<file path="config.mk">
export PLATFORM = sky130hd
export DESIGN_NAME = dmio_arbiter_flat
export DESIGN_NICKNAME = d
export VERILOG_FILES = /design/src/rtl/dmio_arbiter_pkg.sv /design/src/rtl/dmio_arbiter_if.sv /design/src/rtl/dmio_sync2.sv /design/src/rtl/dmio_arbiter.sv /design/src/flat_wrapper.sv
export SDC_FILE = /design/constraint.sdc
export NUM_CORES = 1
export LEC_CHECK = 0
export ABC_AREA = 1
export BUFFER_PORTS_ARGS = -buffer_cell sky130_fd_sc_hd__buf_2
export CORE_AREA = 10 10 206 208
export DETAILED_ROUTE_END_ITERATION = 10
export DIE_AREA = 0 0 216 218
export HOLD_SLACK_MARGIN = 0.05
export PLACE_DENSITY_LB_ADDON = 0.12
export REMOVE_ABC_BUFFERS = 1
export SYNTH_ARGS = -nofsm -noshare
export SYNTH_HDL_FRONTEND = slang
export SYNTH_HIERARCHICAL = 1
export SYNTH_SLANG_ARGS = --single-unit
export TNS_END_PERCENT = 20
</file>
<file path="constraint.sdc">
create_clock -name clk -period 8.5 [get_ports clk]
set_input_delay 0.85 -clock clk [delete_from_list [all_inputs] [get_ports clk]]
set_output_delay 0.85 -clock clk [all_outputs]
set_load 0.05 [all_outputs]
</file>
<file path="src/rtl/dmio_arbiter_pkg.sv">
// rtl/dmio_arbiter_pkg.sv - shared types and defaults for the data-memory / I/O arbiter
package dmio_arbiter_pkg;

   localparam int DATA_W_DEFAULT = 64;
   localparam int IO_BIT_DEFAULT = 12;
   localparam int MEM_AW_DEFAULT = 12;

   typedef enum logic [1:0] {
      IDLE   = 2'd0,
      ACCESS = 2'd1,
      RESP   = 2'd2
   } state_e;

   typedef enum logic {
      GNT_CPU = 1'b0,
      GNT_DBG = 1'b1
   } grant_e;

endpackage

</file>
<file path="src/rtl/dmio_arbiter_if.sv">
// rtl/dmio_arbiter_if.sv - CPU, debug and RAM buses around the arbiter
interface dmio_arbiter_if
   import dmio_arbiter_pkg::*;
#(
   parameter int DATA_W = DATA_W_DEFAULT,
   parameter int MEM_AW = MEM_AW_DEFAULT
);
   logic              cpu_req;
   logic              cpu_wr;
   logic [63:0]       cpu_addr;
   logic [DATA_W-1:0] cpu_wdata;
   logic              cpu_ready;
   logic [DATA_W-1:0] cpu_rdata;

   logic              dbg_req;
   logic              dbg_wr;
   logic [63:0]       dbg_addr;
   logic [DATA_W-1:0] dbg_wdata;
   logic              dbg_ready;
   logic [DATA_W-1:0] dbg_rdata;

   logic              mem_en;
   logic              mem_we;
   logic [MEM_AW-1:0] mem_addr;
   logic [DATA_W-1:0] mem_wdata;
   logic [DATA_W-1:0] mem_rdata;

   modport slave (
      input  cpu_req, cpu_wr, cpu_addr, cpu_wdata,
      output cpu_ready, cpu_rdata,
      input  dbg_req, dbg_wr, dbg_addr, dbg_wdata,
      output dbg_ready, dbg_rdata,
      output mem_en, mem_we, mem_addr, mem_wdata,
      input  mem_rdata
   );

   modport master (
      output cpu_req, cpu_wr, cpu_addr, cpu_wdata,
      input  cpu_ready, cpu_rdata,
      output dbg_req, dbg_wr, dbg_addr, dbg_wdata,
      input  dbg_ready, dbg_rdata,
      input  mem_en, mem_we, mem_addr, mem_wdata,
      output mem_rdata
   );

endinterface

</file>
<file path="src/rtl/dmio_sync2.sv">
// rtl/dmio_sync2.sv - two-flop synchronizer for asynchronous board inputs
module dmio_sync2 #(
   parameter int W = 8
) (
   input  logic         clk,
   input  logic         reset,
   input  logic [W-1:0] d,
   output logic [W-1:0] q
);
   logic [W-1:0] meta;

   // first flop may go metastable; second flop gives it a full cycle to settle
   always_ff @(posedge clk or posedge reset) begin
      if (reset) begin
         meta <= '0;
         q    <= '0;
      end else begin
         meta <= d;
         q    <= meta;
      end
   end

endmodule

</file>
<file path="src/rtl/dmio_arbiter.sv">
// rtl/dmio_arbiter.sv - round-robin CPU/debug arbiter for data RAM and LED/switch I/O
module dmio_arbiter
   import dmio_arbiter_pkg::*;
#(
   parameter int DATA_W = DATA_W_DEFAULT,
   parameter int IO_BIT = IO_BIT_DEFAULT,
   parameter int MEM_AW = MEM_AW_DEFAULT
) (
   input  logic          clk,
   input  logic          reset,
   dmio_arbiter_if.slave bus,
   input  logic [7:0]    switch,
   output logic [7:0]    leds
);
   state_e            state, next_state;
   grant_e            last_grant, winner;
   logic              any_req;
   logic [63:0]       sel_addr;
   logic              unused_addr;
   logic              lat_wr;
   logic              lat_io;
   logic [MEM_AW-1:0] lat_addr;
   logic [DATA_W-1:0] lat_wdata;
   logic [DATA_W-1:0] io_cap;
   logic [DATA_W-1:0] resp_data;
   logic [DATA_W-1:0] cpu_rdata_q;
   logic [DATA_W-1:0] dbg_rdata_q;
   logic [7:0]        switch_sync;

   dmio_sync2 #(.W(8)) u_sync (
      .clk   (clk),
      .reset (reset),
      .d     (switch),
      .q     (switch_sync)
   );

   // round-robin pick: a lone requester wins, a tie goes to the port not granted last
   always_comb begin
      winner = GNT_CPU;
      if (bus.cpu_req && bus.dbg_req) begin
         winner = (last_grant == GNT_CPU) ? GNT_DBG : GNT_CPU;
      end else if (bus.dbg_req) begin
         winner = GNT_DBG;
      end
   end

   assign any_req     = bus.cpu_req | bus.dbg_req;
   assign sel_addr    = (winner == GNT_DBG) ? bus.dbg_addr : bus.cpu_addr;
   assign unused_addr = ^sel_addr;
   assign resp_data   = lat_wr ? '0 : (lat_io ? io_cap : bus.mem_rdata);

   assign bus.mem_addr  = lat_addr;
   assign bus.mem_wdata = lat_wdata;

   // state register; reset drops any in-flight transaction
   always_ff @(posedge clk or posedge reset) begin
      if (reset) begin
         state <= IDLE;
      end else begin
         state <= next_state;
      end
   end

   // next state plus RAM strobes and response muxing, all decoded from the current state
   always_comb begin
      next_state    = state;
      bus.mem_en    = 1'b0;
      bus.mem_we    = 1'b0;
      bus.cpu_ready = 1'b0;
      bus.dbg_ready = 1'b0;
      bus.cpu_rdata = cpu_rdata_q;
      bus.dbg_rdata = dbg_rdata_q;
      case (state)
         IDLE: begin
            if (any_req) next_state = ACCESS;
         end
         ACCESS: begin
            bus.mem_en = ~lat_io;
            bus.mem_we = ~lat_io & lat_wr;
            next_state = RESP;
         end
         RESP: begin
            if (last_grant == GNT_CPU) begin
               bus.cpu_ready = 1'b1;
               bus.cpu_rdata = resp_data;
            end else begin
               bus.dbg_ready = 1'b1;
               bus.dbg_rdata = resp_data;
            end
            next_state = IDLE;
         end
         default: next_state = IDLE;
      endcase
   end

   // operand latch, I/O side effects and per-port read-data hold
   always_ff @(posedge clk or posedge reset) begin
      if (reset) begin
         last_grant  <= GNT_DBG;
         lat_wr      <= 1'b0;
         lat_io      <= 1'b0;
         lat_addr    <= '0;
         lat_wdata   <= '0;
         io_cap      <= '0;
         leds        <= '0;
         cpu_rdata_q <= '0;
         dbg_rdata_q <= '0;
      end else begin
         case (state)
            IDLE: begin
               if (any_req) begin
                  last_grant <= winner;
                  lat_wr     <= (winner == GNT_DBG) ? bus.dbg_wr : bus.cpu_wr;
                  lat_wdata  <= (winner == GNT_DBG) ? bus.dbg_wdata : bus.cpu_wdata;
                  lat_io     <= sel_addr[IO_BIT];
                  lat_addr   <= sel_addr[MEM_AW-1:0];
               end
            end
            ACCESS: begin
               if (lat_io) begin
                  if (lat_wr) leds <= lat_wdata[7:0];
                  else        io_cap <= DATA_W'(switch_sync);
               end
            end
            RESP: begin
               if (last_grant == GNT_CPU) cpu_rdata_q <= resp_data;
               else                       dbg_rdata_q <= resp_data;
            end
            default: ;
         endcase
      end
   end

endmodule

</file>
<file path="src/flat_wrapper.sv">
// flat-port wrapper written by rule: the top's interface ports become plain ports
module dmio_arbiter_flat import dmio_arbiter_pkg::*;
#(
   parameter int DATA_W = DATA_W_DEFAULT,
   parameter int IO_BIT = IO_BIT_DEFAULT,
   parameter int MEM_AW = MEM_AW_DEFAULT
)
  (clk, reset, switch, leds, bus_cpu_req, bus_cpu_wr, bus_cpu_addr, bus_cpu_wdata, bus_cpu_ready, bus_cpu_rdata, bus_dbg_req, bus_dbg_wr, bus_dbg_addr, bus_dbg_wdata, bus_dbg_ready, bus_dbg_rdata, bus_mem_en, bus_mem_we, bus_mem_addr, bus_mem_wdata, bus_mem_rdata);
  dmio_arbiter_if #(.DATA_W(DATA_W), .MEM_AW(MEM_AW)) bus_i ();
  input  logic clk;
  input  logic reset;
  input  logic [7:0] switch;
  output logic [7:0] leds;
  input wire logic [$bits(bus_i.cpu_req)-1:0] bus_cpu_req;
  input wire logic [$bits(bus_i.cpu_wr)-1:0] bus_cpu_wr;
  input wire logic [$bits(bus_i.cpu_addr)-1:0] bus_cpu_addr;
  input wire logic [$bits(bus_i.cpu_wdata)-1:0] bus_cpu_wdata;
  output wire logic [$bits(bus_i.cpu_ready)-1:0] bus_cpu_ready;
  output wire logic [$bits(bus_i.cpu_rdata)-1:0] bus_cpu_rdata;
  input wire logic [$bits(bus_i.dbg_req)-1:0] bus_dbg_req;
  input wire logic [$bits(bus_i.dbg_wr)-1:0] bus_dbg_wr;
  input wire logic [$bits(bus_i.dbg_addr)-1:0] bus_dbg_addr;
  input wire logic [$bits(bus_i.dbg_wdata)-1:0] bus_dbg_wdata;
  output wire logic [$bits(bus_i.dbg_ready)-1:0] bus_dbg_ready;
  output wire logic [$bits(bus_i.dbg_rdata)-1:0] bus_dbg_rdata;
  output wire logic [$bits(bus_i.mem_en)-1:0] bus_mem_en;
  output wire logic [$bits(bus_i.mem_we)-1:0] bus_mem_we;
  output wire logic [$bits(bus_i.mem_addr)-1:0] bus_mem_addr;
  output wire logic [$bits(bus_i.mem_wdata)-1:0] bus_mem_wdata;
  input wire logic [$bits(bus_i.mem_rdata)-1:0] bus_mem_rdata;
  assign bus_i.cpu_req = bus_cpu_req;
  assign bus_i.cpu_wr = bus_cpu_wr;
  assign bus_i.cpu_addr = bus_cpu_addr;
  assign bus_i.cpu_wdata = bus_cpu_wdata;
  assign bus_cpu_ready = bus_i.cpu_ready;
  assign bus_cpu_rdata = bus_i.cpu_rdata;
  assign bus_i.dbg_req = bus_dbg_req;
  assign bus_i.dbg_wr = bus_dbg_wr;
  assign bus_i.dbg_addr = bus_dbg_addr;
  assign bus_i.dbg_wdata = bus_dbg_wdata;
  assign bus_dbg_ready = bus_i.dbg_ready;
  assign bus_dbg_rdata = bus_i.dbg_rdata;
  assign bus_mem_en = bus_i.mem_en;
  assign bus_mem_we = bus_i.mem_we;
  assign bus_mem_addr = bus_i.mem_addr;
  assign bus_mem_wdata = bus_i.mem_wdata;
  assign bus_i.mem_rdata = bus_mem_rdata;
  dmio_arbiter #(.DATA_W(DATA_W), .IO_BIT(IO_BIT), .MEM_AW(MEM_AW)) u_core (.clk(clk), .reset(reset), .bus(bus_i), .switch(switch), .leds(leds));
endmodule
</file>
* Word level (Yosys, flattened, before mapping)
Cells that the tools add are included. Widths: inputs -> output; s select.
Cells by class: reductions and logical operators 5, bitwise logic cells 4, equality and inequality tests 3, mux-type cells 19
Operators by type and width (count):
- $mux 64 | 7
- $mux 13 | 1
- $mux 1 | 9
- $reduce_and 3->1 | 2
- $pmux 2 s2 | 1
- $eq 2x1->1 const B | 1
- $eq 2x2->1 const B | 1
- $logic_not 2->1 | 1
- $mux 2 | 1
- $ne 2x1->1 const B | 1
- $not 1->1 | 2
- $reduce_and 2->1 | 1
- $and 1x1->1 | 1
- $logic_and 1x1->1 | 1
- $or 1x1->1 | 1
Storage, ports and cells: bits of input ports 334, bits in registers 241, output and inout port bits 216

* Depth between registers and ports, before layout
depth in word-level cells 4, mapped depth 8, depth with buffers taken out 6

* By module
The synthesis kept the hierarchy.
Modules (own cells, without submodules):
- dmio_arbiter | instances 1, area each 10587.7 um^2, seq. area each 5631.7 um^2, cells an instance 1452
- dmio_sync2 | instances 1, area each 404.1 um^2, seq. area each 400.4 um^2, cells an instance 17

* Worst setup path before layout
Ideal clock, no wire load.
kind reg-to-output, from reg u_core.state[0], to out bus_mem_we, path buffers 1, path slack 5843 ps, required time 7650 ps, arrival 1807 ps, cell stages (with the launch flop) 6, cells stage by stage dfrtp_1 inv_1 nor2_1 buf_2 inv_1 nor3_1
Between the ends: longest elaborated chain between the ends 2
Ends and longest elaborated chain:
- from (decl) | RTL line dmio_arbiter.sv:15 | state_e state, next_state;
- from (signal assigned) | RTL line dmio_arbiter.sv:60 | state <= next_state;
- $eq 2x1->1 | RTL line dmio_arbiter.sv:73 | case (state)
- $mux 1 | RTL line dmio_arbiter.sv:73
- to (decl) | RTL line flat_wrapper.sv:27 | output wire logic [$bits(bus_i.mem_we)-1:0] bus_mem_we;
No other way between the ends.

* Worst setup path after layout
from reg u_core.state[1], to out bus_cpu_rdata[11]
Between the ends: longest elaborated chain between the ends 2
Ends and longest elaborated chain:
- $eq 2x2->1 | RTL line dmio_arbiter.sv:73
- $mux 64 | RTL line dmio_arbiter.sv:73
- to (decl) | RTL line flat_wrapper.sv:19 | output wire logic [$bits(bus_i.cpu_rdata)-1:0] bus_cpu_rdata;
No other way between the ends.

==> impl_metrics.toml <==
[floorplanning]
initial_core_util = 0.287
dieArea_sq_mm = 0.0471
std_cell_rows = 72
ioPinCount = 550
die_height_microns = 218
die_w_microns = 216
coreArea_sq_mm = 0.0383

[sta]
clock.fmax_mhz = 253
finalClockSkew_ns = 0.0105
worstMarginPinSlew_ns = 0.955
slew_headroom = 0.363
hold_violations = 0
min_period_ns = 3.96
rsz0062_at_grt = "no"
setup_tns_ns = 0
post-route-period-util = 0.466
worst_slack_ns = 4.54
setup_viol = 0
final-max-slew-violation-count = 0

[setup_path]
arrival_ns = 3.11
crit_fanout = 65
slowest_delay_ns = 0.64
reg2reg_slack_ns = 5.94
cp_cell_sequence = "inv_1, nor2_1, nand2_2, buf_4, inv_2, buf_4, nand2_1, nand2_1, buf_2"
r2r_end = "u_core/lat_wr"
slowest_stage = "buf_4"
setup.worst_path.class = "reg -> out"
required_ns = 7.65
critPathBufInv = 5
rr_startpoint = "u_core/last_grant"
ff2ff_path_depth = 7
start_kind = "register"
end_kind = "output pin"
critPathTopFamily = "buffers and inverters"

[route]
antenna_left = 0
firstDrtPassIters = 4
vias = 10584
wire_per_inst_microns = 17.5
viasPerCell = 4.36
wirelength_microns = 42400
detail_route.iter0.violations = 570
drc = 0

[synthesis]
seq_area_frac_synth = 0.549
synth_largest_area_cell = "dfrtp_1"
postSynthAreaPerCell_sq_um = 7.48
ys_top_cells_by_area = "dfrtp_1 55%, nand2_1 25%, nand3_1 7.8%, inv_1 5.9%, buf_2 2.1%"
ys_warn_count = 6
synth.distinct_cells = 19
synth_area_sq_mm = 0.0110
synth_top_area_frac = 0.546
ys_seq_elements = 241
syn_inst = 1469

[worst_hold_path]
hold_depth = 0
hold_class = "reg -> reg"
min_delay_worst_endpoint = "u_core/u_sync/q[0]"
hp-start = "u_core/u_sync/meta[0]"

[placement]
dp_slack_ns = 5.09
portBuffers = 447
post-dp-hpwl_microns = 29100
place.gp.congestion = 0.782

[outcome]
outcome = "finished clean"

[cells_and_area]
drive_gt1_frac = 0.277
mostFrequentLayoutCells = "717 x nand2_1, 447 x buf_2, 239 x dfrtp_1"
layout.nets = 2211
final_common_cell = "nand2_1"
area_growth_pct = 33.2
fin_util = 0.382

[global_routing]
grt_pass1_vias = 10690
grt_max_degree = 104
track_usage = 0.174
grt.overflow.total = 0
grt_pass1_wl_microns = 65400
antenna_found_initial = 13

[cts]
post_cts_buffers = 0
path_clk_slew_ns = 0.05
cts_max_level = 1
post_cts_resized = 0
cts_hold_buffers = 0
worstSkewPairLatency_ns = 0.54
cts_made_buffers = 30
cts.root.buffer_cell = "clkbuf_16"
cts_sinks = 241
cts_buffer_depth = 3
cts_tree = "done"

[run]
cap_viol_max_count = 0

[power_and_ir_drop]
ir_worst_vdd_v = 0.000208
p_per_area_mw_per_mm2 = 470
leakage_uw = 0.00901
report.power.total_uw = 6880
per-stage QoR:
step	instance area, sq um	instances	hold WS [ns]
floorplan	10600	1384	0.331
global placement	13600	2363	0.333
detailed placement	13600	2363	0.336
CTS	14600	2418	0.349
global route	14600	2421	0.355
finish	14600	2426	0.347
cells in the mapped netlist:
library cell / number
nand2_1: 719
dfrtp_1: 240
inv_1: 173
nand3_1: 172
nor2_1: 62
buf_2: 47
clkbuf_1: 21
buf_4: 9
o21ai_0: 9
buf_1: 7
nand2_2: 2
buf_6: 1
clkinv_1: 1
dfstp_2: 1
nand4_1: 1
nor2_2: 1
nor2_4: 1
nor3_1: 1
o21ai_2: 1
worst max path at each step:
stage | start | endpoint | slack (ns) | cells after the start
6_report | u_core/state[1] | bus_cpu_rdata[11] | 4.54 | 9
5_1_grt | u_core/state[1] | bus_cpu_rdata[30] | 4.34 | 9
4_1_cts | u_core/state[1] | bus_cpu_rdata[30] | 4.50 | 9
3_5_place_dp | u_core/state[1] | bus_cpu_rdata[30] | 5.09 | 9
3_3_place_gp | u_core/state[0] | bus_cpu_rdata[11] | 5.10 | 8
2_1_floorplan | reset | u_core/bus.mem_addr[0] | 1.49 | 1
power breakdown:
group / internal [uW] / total [uW] / leakage (uW) / switching [uW]
registers: 1620 / 1810 / 0.00306 / 192
logic: 730 / 3760 / 0.00542 / 3030
clock network: 800 / 1310 / 0.000517 / 508
total: 3150 / 6880 / 0.00901 / 3730
sequential cells by signal, summed over array words and instances, names as in the netlist:
register	flops
u_core/u_sync/q	8
u_core/lat_wr	1
u_core/bus.mem_addr	12
u_core/leds	8
u_core/dbg_rdata_q	64
u_core/u_sync/meta	8
u_core/bus.mem_wdata	64
u_core/cpu_rdata_q	64
u_core/last_grant	1
u_core/io_cap	8
u_core/lat_io	1
u_core/state	2
metal layers:
metal / vias up / GRT usage / wire length (microns)
met5: - / 0 / 71
met2: 384 / 0.274 / 19000
met3: 52 / 0.0698 / 4450
met1: 4896 / 0.220 / 18100
met4: 12 / 0.0396 / 770
li1: 5240 / - / -
final cells by class:
type	count	area (sq um)
multi-input combinational	969	3900
clock inverter	13	125
clock buffer	42	907
tap	518	648
sequential	241	6030
inverter	174	661
antenna	8	20.0
timing repair buffer	461	2340
fill	4121	23700
kinds of logic (layout without fill, tap and decap cells):
kind of cell	count (synthesis)	count (layout)	share of synthesized area
simple gates	959	959	0.349
buf+inv	259	690	0.0976
flops	241	241	0.549
compound gates	10	10	0.00489
other cells	0	8	0
(Power assumes the default switching activity.)
